===== src/rtl/alu_pkg.sv =====
// rtl/alu_pkg.sv - shared constants, opcodes and FSM encodings for alu_stage
//
// Purpose: single place for the datapath width, opcode values and the
// alu_stage state encoding so the top and the multiplier agree.
// Ports: none (package).
// Optional feature macro: ALU_STAGE_MUL_EN (ST_MUL is only reachable when set).

package alu_pkg;

  localparam int WIDTH      = 8;
  localparam int MUL_CYCLES = 8;   // one shift-add step per multiplier bit
  localparam int MUL_CNT_W  = 3;   // enough to count MUL_CYCLES iterations

  localparam logic [2:0] OP_ADD = 3'b000;
  localparam logic [2:0] OP_SUB = 3'b001;
  localparam logic [2:0] OP_AND = 3'b010;
  localparam logic [2:0] OP_OR  = 3'b011;
  localparam logic [2:0] OP_XOR = 3'b100;
  localparam logic [2:0] OP_SHL = 3'b101;
  localparam logic [2:0] OP_SHR = 3'b110;
  localparam logic [2:0] OP_MUL = 3'b111;

  typedef enum logic {
    ST_IDLE = 1'b0,
    ST_MUL  = 1'b1
  } state_e;

endpackage


===== src/rtl/seq_multiplier_8x8.sv =====
// rtl/seq_multiplier_8x8.sv - iterative shift-add 8x8 unsigned multiplier
//
// Purpose: one shift-add step per clock after load; after MUL_CYCLES steps
// the full 16-bit product is presented on product_o together with last_iter_o.
// Ports:
//   clk_i        rising-edge clock
//   load_i       captures a_i/b_i and restarts the iteration count
//   a_i, b_i     unsigned operands
//   product_o    running product including the step taken at the next edge
//   last_iter_o  high in the cycle whose closing edge is the final iteration
// Optional feature macro: ALU_STAGE_MUL_EN (module only exists when set).

`ifdef ALU_STAGE_MUL_EN
module seq_multiplier_8x8
  import alu_pkg::*;
(
  input  logic                 clk_i,
  input  logic                 load_i,
  input  logic [WIDTH-1:0]     a_i,
  input  logic [WIDTH-1:0]     b_i,
  output logic [2*WIDTH-1:0]   product_o,
  output logic                 last_iter_o
);

  logic [2*WIDTH-1:0] mcand_q;
  logic [WIDTH-1:0]   mplr_q;
  logic [2*WIDTH-1:0] acc_q;
  logic [MUL_CNT_W-1:0] cnt_q;

  // The partial product of the current step is folded in combinationally so
  // the owner can capture the complete product on the final iteration edge
  // instead of one cycle later.
  assign product_o   = acc_q + (mplr_q[0] ? mcand_q : '0);
  assign last_iter_o = (cnt_q == MUL_CNT_W'(MUL_CYCLES - 1));

  // No reset: every multiply starts with load_i, and the owner ignores the
  // outputs outside of an active multiply.
  always_ff @(posedge clk_i) begin
    if (load_i) begin
      mcand_q <= {{WIDTH{1'b0}}, a_i};
      mplr_q  <= b_i;
      acc_q   <= '0;
      cnt_q   <= '0;
    end else begin
      acc_q   <= product_o;
      mcand_q <= mcand_q << 1;
      mplr_q  <= mplr_q >> 1;
      cnt_q   <= cnt_q + MUL_CNT_W'(1);
    end
  end

endmodule
`endif


===== src/rtl/alu_stage.sv =====
// rtl/alu_stage.sv - execution stage: single-cycle ALU plus optional multiply
//
// Purpose: consumes the R1/R2 operand bytes and an opcode on start, and
// produces a registered result with carry and zero flags. The result feeds
// back into the R2 input mux, so results and flags hold until the next
// completion or CLR.
// Ports:
//   clock   rising-edge clock
//   CLR     synchronous active-high reset, priority over start, aborts MUL
//   start   request, sampled while idle (ignored while busy)
//   op      opcode, sampled with start
//   a, b    unsigned operands
//   result  registered result
//   carry   registered carry / borrow / overflow flag
//   zero    registered, high when result == 0
//   busy    high while a multiply is in progress
//   done    one-cycle pulse in the cycle after result/flags update
// Optional feature macro: ALU_STAGE_MUL_EN
//   defined   - 8-cycle shift-add multiply for op 111, busy/MUL state present
//   undefined - op 111 completes in one cycle with result 0, carry 0; busy = 0

module alu_stage
  import alu_pkg::*;
(
  input  logic             clock,
  input  logic             CLR,
  input  logic             start,
  input  logic [2:0]       op,
  input  logic [WIDTH-1:0] a,
  input  logic [WIDTH-1:0] b,
  output logic [WIDTH-1:0] result,
  output logic             carry,
  output logic             zero,
  output logic             busy,
  output logic             done
);

  logic [WIDTH-1:0] result_q, result_d;
  logic             carry_q, carry_d;
  logic             zero_q, zero_d;
  logic             done_q, done_d;

  // Single-cycle datapath
  logic [WIDTH:0]   sum_w;
  logic [WIDTH:0]   diff_w;
  logic [WIDTH-1:0] alu_res;
  logic             alu_carry;

  assign sum_w  = {1'b0, a} + {1'b0, b};
  // Bit WIDTH of the widened difference is set exactly when a < b.
  assign diff_w = {1'b0, a} - {1'b0, b};

  always_comb begin
    alu_res   = '0;
    alu_carry = 1'b0;
    case (op)
      OP_ADD: begin
        alu_res   = sum_w[WIDTH-1:0];
        alu_carry = sum_w[WIDTH];
      end
      OP_SUB: begin
        alu_res   = diff_w[WIDTH-1:0];
        alu_carry = diff_w[WIDTH];
      end
      OP_AND: alu_res = a & b;
      OP_OR:  alu_res = a | b;
      OP_XOR: alu_res = a ^ b;
      OP_SHL: begin
        alu_res   = {a[WIDTH-2:0], 1'b0};
        alu_carry = a[WIDTH-1];
      end
      OP_SHR: begin
        alu_res   = {1'b0, a[WIDTH-1:1]};
        alu_carry = a[0];
      end
      // Handled by the multiplier when present; otherwise a one-cycle zero.
      OP_MUL: begin
        alu_res   = '0;
        alu_carry = 1'b0;
      end
    endcase
  end

  // Completion write port shared by the single-cycle and multiply paths
  logic             wr_en;
  logic [WIDTH-1:0] wr_res;
  logic             wr_carry;

`ifdef ALU_STAGE_MUL_EN
  state_e             state_q, state_d;
  logic               mul_load;
  logic [2*WIDTH-1:0] mul_product;
  logic               mul_last;

  assign mul_load = (state_q == ST_IDLE) && start && (op == OP_MUL);

  seq_multiplier_8x8 u_mul (
    .clk_i       (clock),
    .load_i      (mul_load),
    .a_i         (a),
    .b_i         (b),
    .product_o   (mul_product),
    .last_iter_o (mul_last)
  );

  always_comb begin
    state_d  = state_q;
    wr_en    = 1'b0;
    wr_res   = alu_res;
    wr_carry = alu_carry;
    unique case (state_q)
      ST_IDLE: begin
        if (start) begin
          if (op == OP_MUL) begin
            state_d = ST_MUL;
          end else begin
            wr_en = 1'b1;
          end
        end
      end
      // start is deliberately not looked at here: requests during a
      // multiply are dropped.
      ST_MUL: begin
        if (mul_last) begin
          wr_en    = 1'b1;
          wr_res   = mul_product[WIDTH-1:0];
          wr_carry = |mul_product[2*WIDTH-1:WIDTH];
          state_d  = ST_IDLE;
        end
      end
    endcase
  end

  always_ff @(posedge clock) begin
    if (CLR) begin
      state_q <= ST_IDLE;
    end else begin
      state_q <= state_d;
    end
  end

  assign busy = (state_q == ST_MUL);
`else
  always_comb begin
    wr_en    = start;
    wr_res   = alu_res;
    wr_carry = alu_carry;
  end

  assign busy = 1'b0;
`endif

  always_comb begin
    result_d = result_q;
    carry_d  = carry_q;
    zero_d   = zero_q;
    done_d   = wr_en;
    if (wr_en) begin
      result_d = wr_res;
      carry_d  = wr_carry;
      zero_d   = (wr_res == '0);
    end
  end

  always_ff @(posedge clock) begin
    if (CLR) begin
      result_q <= '0;
      carry_q  <= 1'b0;
      zero_q   <= 1'b1;
      done_q   <= 1'b0;
    end else begin
      result_q <= result_d;
      carry_q  <= carry_d;
      zero_q   <= zero_d;
      done_q   <= done_d;
    end
  end

  assign result = result_q;
  assign carry  = carry_q;
  assign zero   = zero_q;
  assign done   = done_q;

endmodule

===== config.mk =====
export PLATFORM = sky130hd
export DESIGN_NAME = alu_stage
export DESIGN_NICKNAME = d
export VERILOG_FILES = /design/src/rtl/alu_pkg.sv /design/src/rtl/seq_multiplier_8x8.sv /design/src/rtl/alu_stage.sv
export SDC_FILE = /design/constraint.sdc
export NUM_CORES = 1
export LEC_CHECK = 0
export ABC_AREA = 1
export BUFFER_PORTS_ARGS = -buffer_cell sky130_fd_sc_hd__clkbuf_2
export CORE_UTILIZATION = 55
export CTS_CLUSTER_SIZE = 14
export DETAILED_ROUTE_END_ITERATION = 8
export GPL_ROUTABILITY_DRIVEN = 0
export PLACE_DENSITY_LB_ADDON = 0.3
export RECOVER_POWER = 25
export SYNTH_ARGS = -nofsm -noshare
export SYNTH_HDL_FRONTEND = slang
export SYNTH_SLANG_ARGS = --single-unit

===== constraint.sdc =====
create_clock -name clock -period 2.1 [get_ports clock]
set_input_delay 0.105 -clock clock [delete_from_list [all_inputs] [get_ports clock]]
set_output_delay 0.105 -clock clock [all_outputs]
set_load 0.03 [all_outputs]

; Word-level counts from Yosys, hierarchy flattened
; Cells that the tools add are included.
; W data, S select, Z words.
[classes]
n_div = 0
mux = 2
n_bitwise = 3
n_reduce_logical = 2
add_sub_neg = 2
shift = 0
n_eq_ne = 7
n_mul = 0
order_cmp = 0
[op_table]
columns = cell, count
row1 = $pmux W8 S8, 1
row2 = $eq A3 B3 Y1 const B, 4
row3 = $add A8 B8 Y9, 1
row4 = $sub A8 B8 Y9, 1
row5 = $and A8 B8 Y8, 1
row6 = $logic_not A8 Y1, 1
row7 = $or A8 B8 Y8, 1
row8 = $xor A8 B8 Y8, 1
row9 = $eq A3 B2 Y1 const B, 2
row10 = $pmux W1 S4, 1
row11 = $eq A3 B1 Y1 const B, 1
row12 = $logic_not A3 Y1, 1
[totals]
romBits = 0
memories = 0
ramBits = 0
register_bits = 11
input_bits = 22
latch_bits = 0

; Longest topological paths before layout
; Gate-level depths: netlist (run 1).
[logic_depth]
ltp_word = 3
ltp_mapped = 17
mapped_depth_nobuf = 17

; Least setup slack after synthesis (run 1)
; No wires, ideal clock.
[synth_path]
path_kind = input-to-reg
startpoint = in a[0]
endpoint = reg zero_q (netlist: zero)
path_slack_ns = 0.587
arrival_ns = 1.454
t_required_ns = 2.041
path_stages = 17
setup_time_ns = 0.059
n_path_buf = 0
path_cell_list = inv_1 -> ha_1 -> inv_1 -> fa_1 -> inv_1 -> nand2_1 -> nand2_1 -> nor2_1 -> nor2_1 -> nand2_1 -> nand2_1 -> nand2_1 -> nor2_2 -> nand2_1 -> nor2_1 -> nand2_1 -> nand2_1
[synth_between]
elab_chain_cells = 3
elab_cells_between_ends = 7
cone_classes = add/sub (2) / mux (1) / bitwise (3) / reduce/logical (1)
[synth_rtl]
columns = element, line_no
row1 = "start, declared", alu_stage.sv:29  ; input logic [WIDTH-1:0] a,
row2 = $sub A8 B8 Y9 (tied with other cells), alu_stage.sv:51  ; assign diff_w = {1'b0, a} - {1'b0, b};
row3 = $pmux W8 S8 *, alu_stage.sv:56  ; case (op)
row4 = $logic_not A8 Y1 *, alu_stage.sv:161  ; zero_d = (wr_res == '0);
row5 = "end signal, assigned", alu_stage.sv:174  ; zero_q <= zero_d;
row6 = "end, declared", alu_stage.sv:40  ; logic zero_q, zero_d;
; Every way passes the cells marked *; elsewhere a longest branch is shown, timed or not.
; A chain may end at the register's enable or synchronous reset.

; Final worst setup path (run 1)
; Ends and elaborated chain as after synthesis.

==> results.py, run 1 <==
metrics = {
    "run_status": {
        "status": "finished clean",
    },
    "cts": {
        "cts_inserted_buffers": 3,
        "cts_hold_buf": 0,
        "cts_tree": "yes",
        "clk_pin_slew_ns": 0.06,
        "post_cts_buffers": 0,
        "h-tree-depth": 1,
        "clkLatencyLatePin_ns": 0.27,
        "cts_resized": 0,
        "root_buffer": "clkbuf_4",
        "cts_sinks": 11,
        "clockBufferDepth": 2,
    },
    "logic_synthesis": {
        "synth_common_cells": "nand2_1, inv_1, nor2_1",
        "synth_seq_cells": 11,
        "synth_edf_count": 0,
        "ys_seq_area_share_pct": 11.9,
        "yosysUniqueCellTypes": 35,
        "syn_area_per_cell_um2": 6.05,
        "synth-main-ff-cell": "dfxtp_1",
        "ys_warn_count": 0,
        "synth_top_area_share_pct": 16.2,
        "synth_area_leader_cell": "ha_1",
        "post-synth-top-count-cell": "nand2_1",
        "ys_top_cells_by_area": "ha_1, nand2_1, dfxtp_1",
        "synth_nets": 355,
        "syn-instance-count": 307,
        "synth_area_um2": 1860,
        "async_flop_share_pct": 0,
    },
    "placement": {
        "preCtsSetupSlack_ns": 0.321,
        "numPortBuffers": 32,
        "dp_hpwl_um": 3580,
    },
    "routing": {
        "vias_per_cell": 5.37,
        "wl_per_cell_um": 11.7,
        "first_iter_violations": 120,
        "drt_first_pass_iters": 5,
        "ant_nets": 0,
        "vias": 2020,
        "wirelength_um": 4390,
        "drc": 0,
    },
    "global_routing": {
        "grt_pass1_vias": 1653,
        "grt_overflow": 0,
        "grt_pass1_wl_um": 7200,
        "grt.total_usage_pct": 26.4,
        "grt_max_degree": 18,
        "antenna_found_initial": 0,
    },
    "worst_setup_path": {
        "cp_slowest_cell": "fa_1",
        "crit_path_frequent_cell": "nand2_1",
        "crit_path_max_incr_delay_ns": 0.39,
        "crit_fanout": 3,
        "cp-endpoint": "zero",
        "worst-r2r-setup-slack_ns": 1.46,
        "worst_ep_arrival_time_ns": 1.73,
        "criticalPathCategory": "input pin to register",
        "r2r-start": "result[7]",
        "crit_start": "a[0]",
        "cp_cell_sequence": "clkbuf_2, ha_1, inv_1, fa_1, inv_1, nand3_1, nand2_1, nand2_1, nand3_1, nand3_2, nor2_1, nand2_1, nor2_1, nand2_1, nand2_1",
        "worstReg2RegEnd": "result[7]",
        "worstSetupStartpointType": "input pin",
        "required_ns": 2.32,
        "reg2reg_depth": 2,
        "end_kind": "register",
    },
    "timing": {
        "slew_violations": 0,
        "finClkSkew_ns": 0,
        "hold_viol": 0,
        "finalSetupViolations": 0,
        "period_needed_ns": 1.52,
        "period_share_pct": 72.3,
        "rsz0062_at_grt": "false",
        "post-route-worst-setup-slack_ns": 0.583,
        "fmax_ghz": 0.659,
        "final.setup.tns_ns": 0,
    },
    "floorplanning": {
        "die_h_um": 60.1,
        "rows": 20,
        "dieArea_um2": 3610,
        "ios": 34,
        "core_area_um2": 3130,
        "dieWidth_um": 60.1,
        "initial_core_util_pct": 59.4,
    },
    "cells_and_area": {
        "n_fill_cell": 322,
        "synthToLayoutAreaGrowth_pct": 7.88,
        "layout-drive-gt1-share_pct": 15.1,
        "final_nets": 381,
        "antenna_cells": 0,
    },
    "pwr": {
        "power_mw": 0.793,
        "powerDensity_nw_per_um2": 396,
        "leakage_nw": 1.12,
        "max-vdd-ir-drop_v": 0.000197,
    },
    "flow_run": {
        "drv_cap": 0,
    },
    "min_path": {
        "hold_class": "input pin to register",
    },
}
critical path: cells and delay by family:
kind                     cells  cell delay (ns)
buffers and inverters        3             0.28
AND/OR/NAND/NOR             10             0.75
adder cells (fa/ha/maj)      2             0.60
state kept, by name, indices dropped and copies added (netlist names):
name / flops
result: 8
carry: 1
done: 1
zero: 1
area by class of cell:
| cell class | count | area (um^2) | share of cell area (%) |
|---|---|---|---|
| multi-input cells | 231 | 1340 | 66.9 |
| flip-flops and latches | 11 | 220 | 11.0 |
| inverters | 54 | 208 | 10.4 |
| repair buffers | 32 | 154 | 7.68 |
| well taps | 44 | 55.1 | 2.75 |
| clock buffers | 4 | 26.3 | 1.31 |
where the power goes:
group | internal [mW] | leakage (nW) | total, mW | switching, mW
sequential | 0.225 | 0.0913 | 0.231 | 0.00637
combinational | 0.136 | 1.02 | 0.422 | 0.285
clock | 0.0736 | 0.0150 | 0.140 | 0.0662
cells by family (layout without fill, tap and decap cells):
logic type	after synthesis	in the layout	share of synthesized area, %
fa+ha+maj	26	26	18.3
other cells	1	1	0.202
buf+inv	65	90	16.0
compound gates	37	37	12.0
flops	11	11	11.9
simple gates	167	167	41.6
metrics by stage:
step	cells	cell area (um^2)	util [%]	hold WS, ns
3_5_place_dp	372	1980	63.4	0.324
4_1_cts	376	2010	64.2	0.0396
5_1_grt	376	2000	64.0	0.0437
2_1_floorplan	307	1860	-	0.174
6_report	376	2000	64.0	0.0411
3_3_place_gp	372	1980	63.4	0.329
cell usage in the layout (no fill, tap or decap), types with 2 or more instances in the layout:
master,count
nand3_1,34
dfxtp_1,11
nor2_2,3
clkbuf_2,27
nor2_1,35
nand4_1,15
clkbuf_1,6
nor3_1,3
inv_4,2
o21ai_1,4
nand2_2,3
clkbuf_4,3
nand3_2,2
o22ai_1,4
inv_2,4
nand2_1,68
o21ai_0,10
fa_1,2
inv_1,47
ha_1,24
a21oi_1,11
nor2_4,2
layer usage:
| metal | share of wire [%] | global-route usage (%) |
|---|---|---|
| met1 | 45 | 36.7 |
| met5 | 0 | 0 |
| met2 | 45 | 42.5 |
| met4 | 1.9 | 10.3 |
| met3 | 7.6 | 0.866 |
how the worst min path moves through the flow:
stage,from,end,depth (start not counted)
finish,CLR,carry,2
global route,CLR,carry,2
CTS,CLR,carry,2
detailed placement,CLR,carry,2
global placement,CLR,carry,2
floorplan,CLR,carry,1
Power figures use the tool's default switching activity.
==> inputs of run 2 (changes only) <==
--- a/config.mk
+++ b/config.mk
@@ -7,7 +7,7 @@
 export LEC_CHECK = 0
 export ABC_AREA = 1
 export BUFFER_PORTS_ARGS = -buffer_cell sky130_fd_sc_hd__clkbuf_2
-export CORE_UTILIZATION = 55
+export CORE_UTILIZATION = 51
 export CTS_CLUSTER_SIZE = 14
 export DETAILED_ROUTE_END_ITERATION = 8
 export GPL_ROUTABILITY_DRIVEN = 0
==> constraint.sdc (replaced) <==
create_clock -name clock -period 1.3 [get_ports clock]
set_input_delay 0.065 -clock clock [delete_from_list [all_inputs] [get_ports clock]]
set_output_delay 0.065 -clock clock [all_outputs]
set_load 0.03 [all_outputs]
==> run 2 against run 1 <==
- the flow now finishes with violations (negative setup slack)
- sequential cell count did not move
- die area grew 7.6%
- sequential share of layout area decreased by 2.9 points
- setup slack worse by 0.67 ns
- first-iteration DRC count increased by 38%
- sequential power increased by 61%
- critical endpoint unchanged
- highest routed layer unchanged
==> results.py, run 2 (synthesis gave the netlist of run 1 again) <==
metrics = {
    "timing": {
        "finalSetupViolations": 4,
        "hold_viol": 0,
        "rsz0062_at_grt": "true",
        "hold_slack_ns": 0.155,
        "slew_violations": 0,
        "post-route-worst-setup-slack_ns": -0.0857,
        "period_needed_ns": 1.39,
        "finClkSkew_ns": 0,
        "period_share_pct": 107,
        "fmax_ghz": 0.722,
    },
    "cts": {
        "clockBufferDepth": 2,
        "clkLatencyLatePin_ns": 0.28,
        "cts_inserted_buffers": 3,
        "cts_sinks": 11,
        "h-tree-depth": 1,
        "root_buffer": "clkbuf_4",
        "clk_pin_slew_ns": 0.06,
        "cts_tree": "yes",
    },
    "global_routing": {
        "grt_pass1_wl_um": 8820,
        "grt_overflow": 0,
        "antenna_found_initial": 0,
        "grt_pass1_vias": 2112,
        "grt.total_usage_pct": 28.0,
        "grt_max_degree": 11,
    },
    "pwr": {
        "max-vdd-ir-drop_v": 0.000252,
        "power_mw": 1.62,
        "power.share.switching_pct": 43.2,
        "power_frac_seq_pct": 23.0,
        "powerDensity_nw_per_um2": 595,
        "switching_power_mw": 0.700,
        "combPwrFrac_pct": 62.4,
        "p_clk_share_pct": 14.6,
        "p_int_mw": 0.922,
        "leakage_nw": 1.47,
    },
    "worst_setup_path": {
        "worstSetupStartpointType": "input pin",
        "crit_path_max_incr_delay_ns": 0.34,
        "end_kind": "register",
        "critPathTopFamily": "simple AND/OR/NAND/NOR gates",
        "crit_path_frequent_cell": "nand2_1",
        "crit_fanout": 3,
        "path_buf_inv": 4,
        "worst_ep_arrival_time_ns": 1.61,
        "criticalPathCategory": "input pin to register",
        "cp_cell_sequence": "clkbuf_16, buf_4, ha_4, inv_2, fa_2, inv_2, nand3_2, nand2_1, nand2_1, nand3_1, nand3_2, nor2_1, nand2_1, nor2_1, nand2_1, nand2_1",
        "cp_slowest_cell": "fa_2",
        "required_ns": 1.53,
    },
    "cells_and_area": {
        "final_common_cell": "buf_4",
        "largest_register_ffs": 8,
        "final_cells": 442,
        "layout-drive-gt1-share_pct": 40.4,
        "layout_common_cells": "buf_4, nand2_1, inv_1",
        "synthToLayoutAreaGrowth_pct": 46.9,
        "final_nets": 445,
        "antenna_cells": 0,
    },
    "placement": {
        "dp_hpwl_um": 4270,
        "numPortBuffers": 32,
        "dp_cells": 434,
        "preCtsSetupSlack_ns": -0.377,
    },
    "routing": {
        "vias": 2344,
        "first_iter_violations": 166,
        "drt_first_pass_iters": 4,
        "wl_per_cell_um": 12.6,
        "ant_nets": 0,
        "drc": 0,
        "vias_per_cell": 5.30,
        "wirelength_um": 5570,
    },
    "run_status": {
        "violations": "negative setup slack",
        "status": "finished, violations left",
    },
    "floorplanning": {
        "dieWidth_um": 62.3,
        "ios": 34,
        "dieArea_um2": 3890,
        "initial_core_util_pct": 54.4,
        "rows": 21,
        "die_h_um": 62.3,
        "core_area_um2": 3420,
    },
    "min_path": {
        "hold_class": "input pin to register",
    },
    "flow_run": {
        "drv_cap": 0,
    },
}
[run 2: cell count changes in the layout (fill, tap and decap cells not counted), moves of 7 or more]
cell     previous run  this run
buf_4               0        62
inv_1              47        36
ha_1               24        16
nand2_1            68        61
nand2_2             3        10
nand3_1            34        27
nand3_2             2         9
[run 2: layer usage]
metal / vias up / global-route usage [%] / wire length (um)
met5: - / 0 / 0
met2: 104 / 50.0 / 2710
met3: 15 / 2.02 / 319
met1: 1053 / 34.7 / 2420
met4: 0 / 10.8 / 128
li1: 1172 / - / -
[run 2: path summary, 6_finish.rpt]
kind | startpoint | slack, ns | depth (start not counted) | endpoint
max | a[0] | -0.09 | 16 | zero
min | start | 0.15 | 3 | done
max reg2reg | result[2] | 0.66 | 2 | result[2]
min reg2reg | carry | 0.47 | 2 | carry
[run 2: what timing repair did]
action                                  4_1_cts  5_1_grt
hold buffers                                  1        0
cloned                                        0        0
pin swaps                                     2       16
gates resized for setup                      14       27
buffers inserted                              0        4
endpoints found under the setup margin        5        9
hold endpoints to repair                      2        0
[run 2: stage by stage]
stage	TNS [ns]	area (um^2)	utilization, %
6_report	-0.222	2730	79.9
5_1_grt	-0.982	2730	79.9
4_1_cts	-0.0576	2610	76.3
3_5_place_dp	-2.67	2510	73.6
3_3_place_gp	-2.32	2510	73.6
2_1_floorplan	-0.0554	1950	-
[run 2: worst min-delay path: cells and delay by family]
| kind | cells | cell delay, ns |
|---|---|---|
| buffers and inverters | 2 | 0.27 |
| and+or+nand+nor | 1 | 0.05 |
[run 2: power by group through the flow]
stage	sequential, mW	clock [mW]	combinational, mW
after floorplan	0.434	0	0.521
after global placement	0.381	0	0.880
after detailed placement	0.382	0	0.902
after CTS	0.374	0.239	0.933
after global routing	0.377	0.248	1.11
final	0.373	0.237	1.01
[run 2: final cells by class]
cell class / instances / area, um^2
inverter: 54 / 230
clock buffer: 4 / 26.3
sequential: 11 / 220
tap: 46 / 57.6
multi-input combinational: 231 / 1520
fill: 248 / 688
timing repair buffer: 96 / 678
==> inputs of run 3 (changes only) <==
--- a/config.mk
+++ b/config.mk
@@ -5,9 +5,9 @@
 export SDC_FILE = /design/constraint.sdc
 export NUM_CORES = 1
 export LEC_CHECK = 0
-export ABC_AREA = 1
+export ABC_AREA = 0
 export BUFFER_PORTS_ARGS = -buffer_cell sky130_fd_sc_hd__clkbuf_2
-export CORE_UTILIZATION = 51
+export CORE_UTILIZATION = 50
 export CTS_CLUSTER_SIZE = 14
 export DETAILED_ROUTE_END_ITERATION = 8
 export GPL_ROUTABILITY_DRIVEN = 0
==> run 3 against run 2 <==
- the run still ends with negative setup slack left
- critical path depth down 5
- synthesized area is 9.9% lower
- global-route usage rose by 7.5 points
- sequential power grew 1%
- clock power is essentially flat
- clock skew stayed put
==> results.py, run 3 <==
metrics = {
    "run_status": {
        "status": "finished, violations left",
        "violations": "negative setup slack",
    },
    "flow_run": {
        "drv_cap": 0,
    },
    "floorplanning": {
        "dieWidth_um": 59.8,
        "dieArea_um2": 3580,
        "core_area_um2": 3100,
        "die_h_um": 59.8,
        "rows": 20,
        "ios": 34,
        "initial_core_util_pct": 53.9,
    },
    "global_routing": {
        "grt.total_usage_pct": 35.5,
        "antenna_found_initial": 0,
        "grt_pass1_wl_um": 9440,
        "grt_pass1_vias": 2082,
        "grt_max_degree": 16,
        "grt_overflow": 0,
    },
    "logic_synthesis": {
        "synth_seq_cells": 11,
        "synth_area_leader_cell": "ha_1",
        "synth_edf_count": 0,
        "synth_top_area_share_pct": 18.0,
        "synth-main-ff-cell": "dfxtp_1",
        "ys_seq_area_share_pct": 13.2,
        "syn-instance-count": 228,
        "yosysUniqueCellTypes": 54,
        "async_flop_share_pct": 0,
        "post-synth-top-count-cell": "nor2_1",
        "ys_warn_count": 0,
        "synth_nets": 276,
        "ys_top_cells_by_area": "ha_1, dfxtp_1, nor2_1",
        "synth_common_cells": "nor2_1, ha_1, inv_1",
        "synth_area_um2": 1670,
        "syn_area_per_cell_um2": 7.34,
    },
    "pwr": {
        "power_mw": 1.81,
        "powerDensity_nw_per_um2": 645,
        "max-vdd-ir-drop_v": 0.000545,
        "leakage_nw": 1.30,
    },
    "cells_and_area": {
        "synthToLayoutAreaGrowth_pct": 67.5,
        "n_fill_cell": 150,
        "largest_register_ffs": 8,
        "layout_common_cells": "buf_4, clkbuf_2, nor2_1",
        "fin_util_pct": 90.3,
        "final_common_cell": "buf_4",
        "final_nets": 380,
        "final_cells": 375,
        "layout-drive-gt1-share_pct": 51.4,
        "antenna_cells": 0,
    },
    "worst_setup_path": {
        "worstReg2RegEnd": "carry",
        "required_ns": 1.52,
        "end_kind": "register",
        "reg2reg_depth": 5,
        "worst-r2r-setup-slack_ns": 0.14,
        "crit_fanout": 4,
        "worstSetupStartpointType": "input pin",
        "criticalPathCategory": "input pin to register",
        "worst_ep_arrival_time_ns": 2.05,
        "r2r-start": "carry",
    },
    "min_path": {
        "min_from": "CLR",
        "hold_end": "result[4]",
        "hold_class": "input pin to register",
        "whs_path_depth": 2,
    },
    "routing": {
        "drc": 0,
        "wl_per_cell_um": 20.6,
        "vias": 2420,
        "drt_first_pass_iters": 6,
        "first_iter_violations": 268,
        "wirelength_um": 7730,
        "vias_per_cell": 6.45,
        "ant_nets": 0,
    },
    "timing": {
        "hold_viol": 0,
        "rsz0062_at_grt": "true",
        "finClkSkew_ns": 0,
        "slew_violations": 0,
        "finalSetupViolations": 9,
        "fmax_ghz": 0.548,
        "post-route-worst-setup-slack_ns": -0.525,
        "period_share_pct": 140,
        "period_needed_ns": 1.82,
        "hold_slack_ns": 0.167,
    },
    "cts": {
        "cts_tree": "yes",
        "cts_sinks": 11,
        "cts_hold_buf": 0,
        "clkLatencyLatePin_ns": 0.26,
        "clk_pin_slew_ns": 0.07,
        "cts_inserted_buffers": 3,
        "h-tree-depth": 1,
        "root_buffer": "clkbuf_4",
        "clockBufferDepth": 2,
    },
    "placement": {
        "preCtsSetupSlack_ns": -0.808,
        "numPortBuffers": 32,
        "dp_cells": 368,
        "dp_hpwl_um": 4390,
    },
}
run 3: cell count changes in the layout (fill, tap and decap cells not counted), sizes merged, moves of 10 or more:
cell    change
nand3      -31
nand4      -13
inv        -27
buf        +15
nor2       -12
a211oi     +10
nand2      -59
run 3: timing repair:
action	in CTS	in global routing
setup buffers	3	0
endpoints found under the setup margin	9	9
pin swaps	16	15
gates resized for setup	18	31
run 3: cell type report:
cell class | count | area [um^2] | area share, %
clock buffer | 4 | 26.3 | 0.938
multi-input combinational | 179 | 1590 | 56.9
inverter | 26 | 114 | 4.06
timing repair buffer | 111 | 793 | 28.3
tap | 44 | 55.1 | 1.97
sequential | 11 | 220 | 7.86
run 3: cells by family (layout without fill, tap and decap cells):
group           Yosys count  after routing  share of synthesized area [%]
mux                       5              5                           3.14
other cells               1              1                          0.224
fa+ha+maj                26             26                           20.3
simple gates             67             67                           19.3
flops                    11             11                           13.2
xor+xnor                  6              6                           3.14
buf+inv                  38            141                           9.87
compound gates           74             74                           30.8
run 3: through the flow:
stage	cell area, um^2	setup TNS (ns)
2_1_floorplan	1800	-1.82
3_3_place_gp	2520	-5.46
3_5_place_dp	2520	-5.99
4_1_cts	2670	-2.50
5_1_grt	2800	-3.76
6_report	2800	-3.13
run 3: critical path: stages:
cell        delay (ns)
buf_8             0.08
clkinvlp_4        0.12
ha_4              0.30
buf_6             0.12
mux2_4            0.29
a211oi_4          0.24
a21oi_2           0.07
a21oi_2           0.16
nand2_1           0.10
nor4b_2           0.31
a41o_1            0.20
run 3: how the worst max path moves through the flow:
stage               start         to  slack (ns)  depth (start not counted)
CTS                  b[1]       zero       -0.42                         10
global route         a[0]  result[6]       -0.63                         11
detailed placement   a[0]       zero       -0.81                         11
finish               b[1]       zero       -0.52                         11
global placement     a[0]       zero       -0.72                         11
floorplan            b[1]  result[5]       -0.37                          9
run 3: routing by layer:
metal  share of wire (%)  track usage, %
met5                   0               0
met4                  11            19.3
met3                 9.7            3.90
met2                  45            62.9
met1                  34            41.4
run 3: power by group:
group	leakage [nW]	switching, mW	internal [mW]
clock network	0.0150	0.117	0.119
logic	1.20	0.650	0.543
registers	0.0911	0.0156	0.363
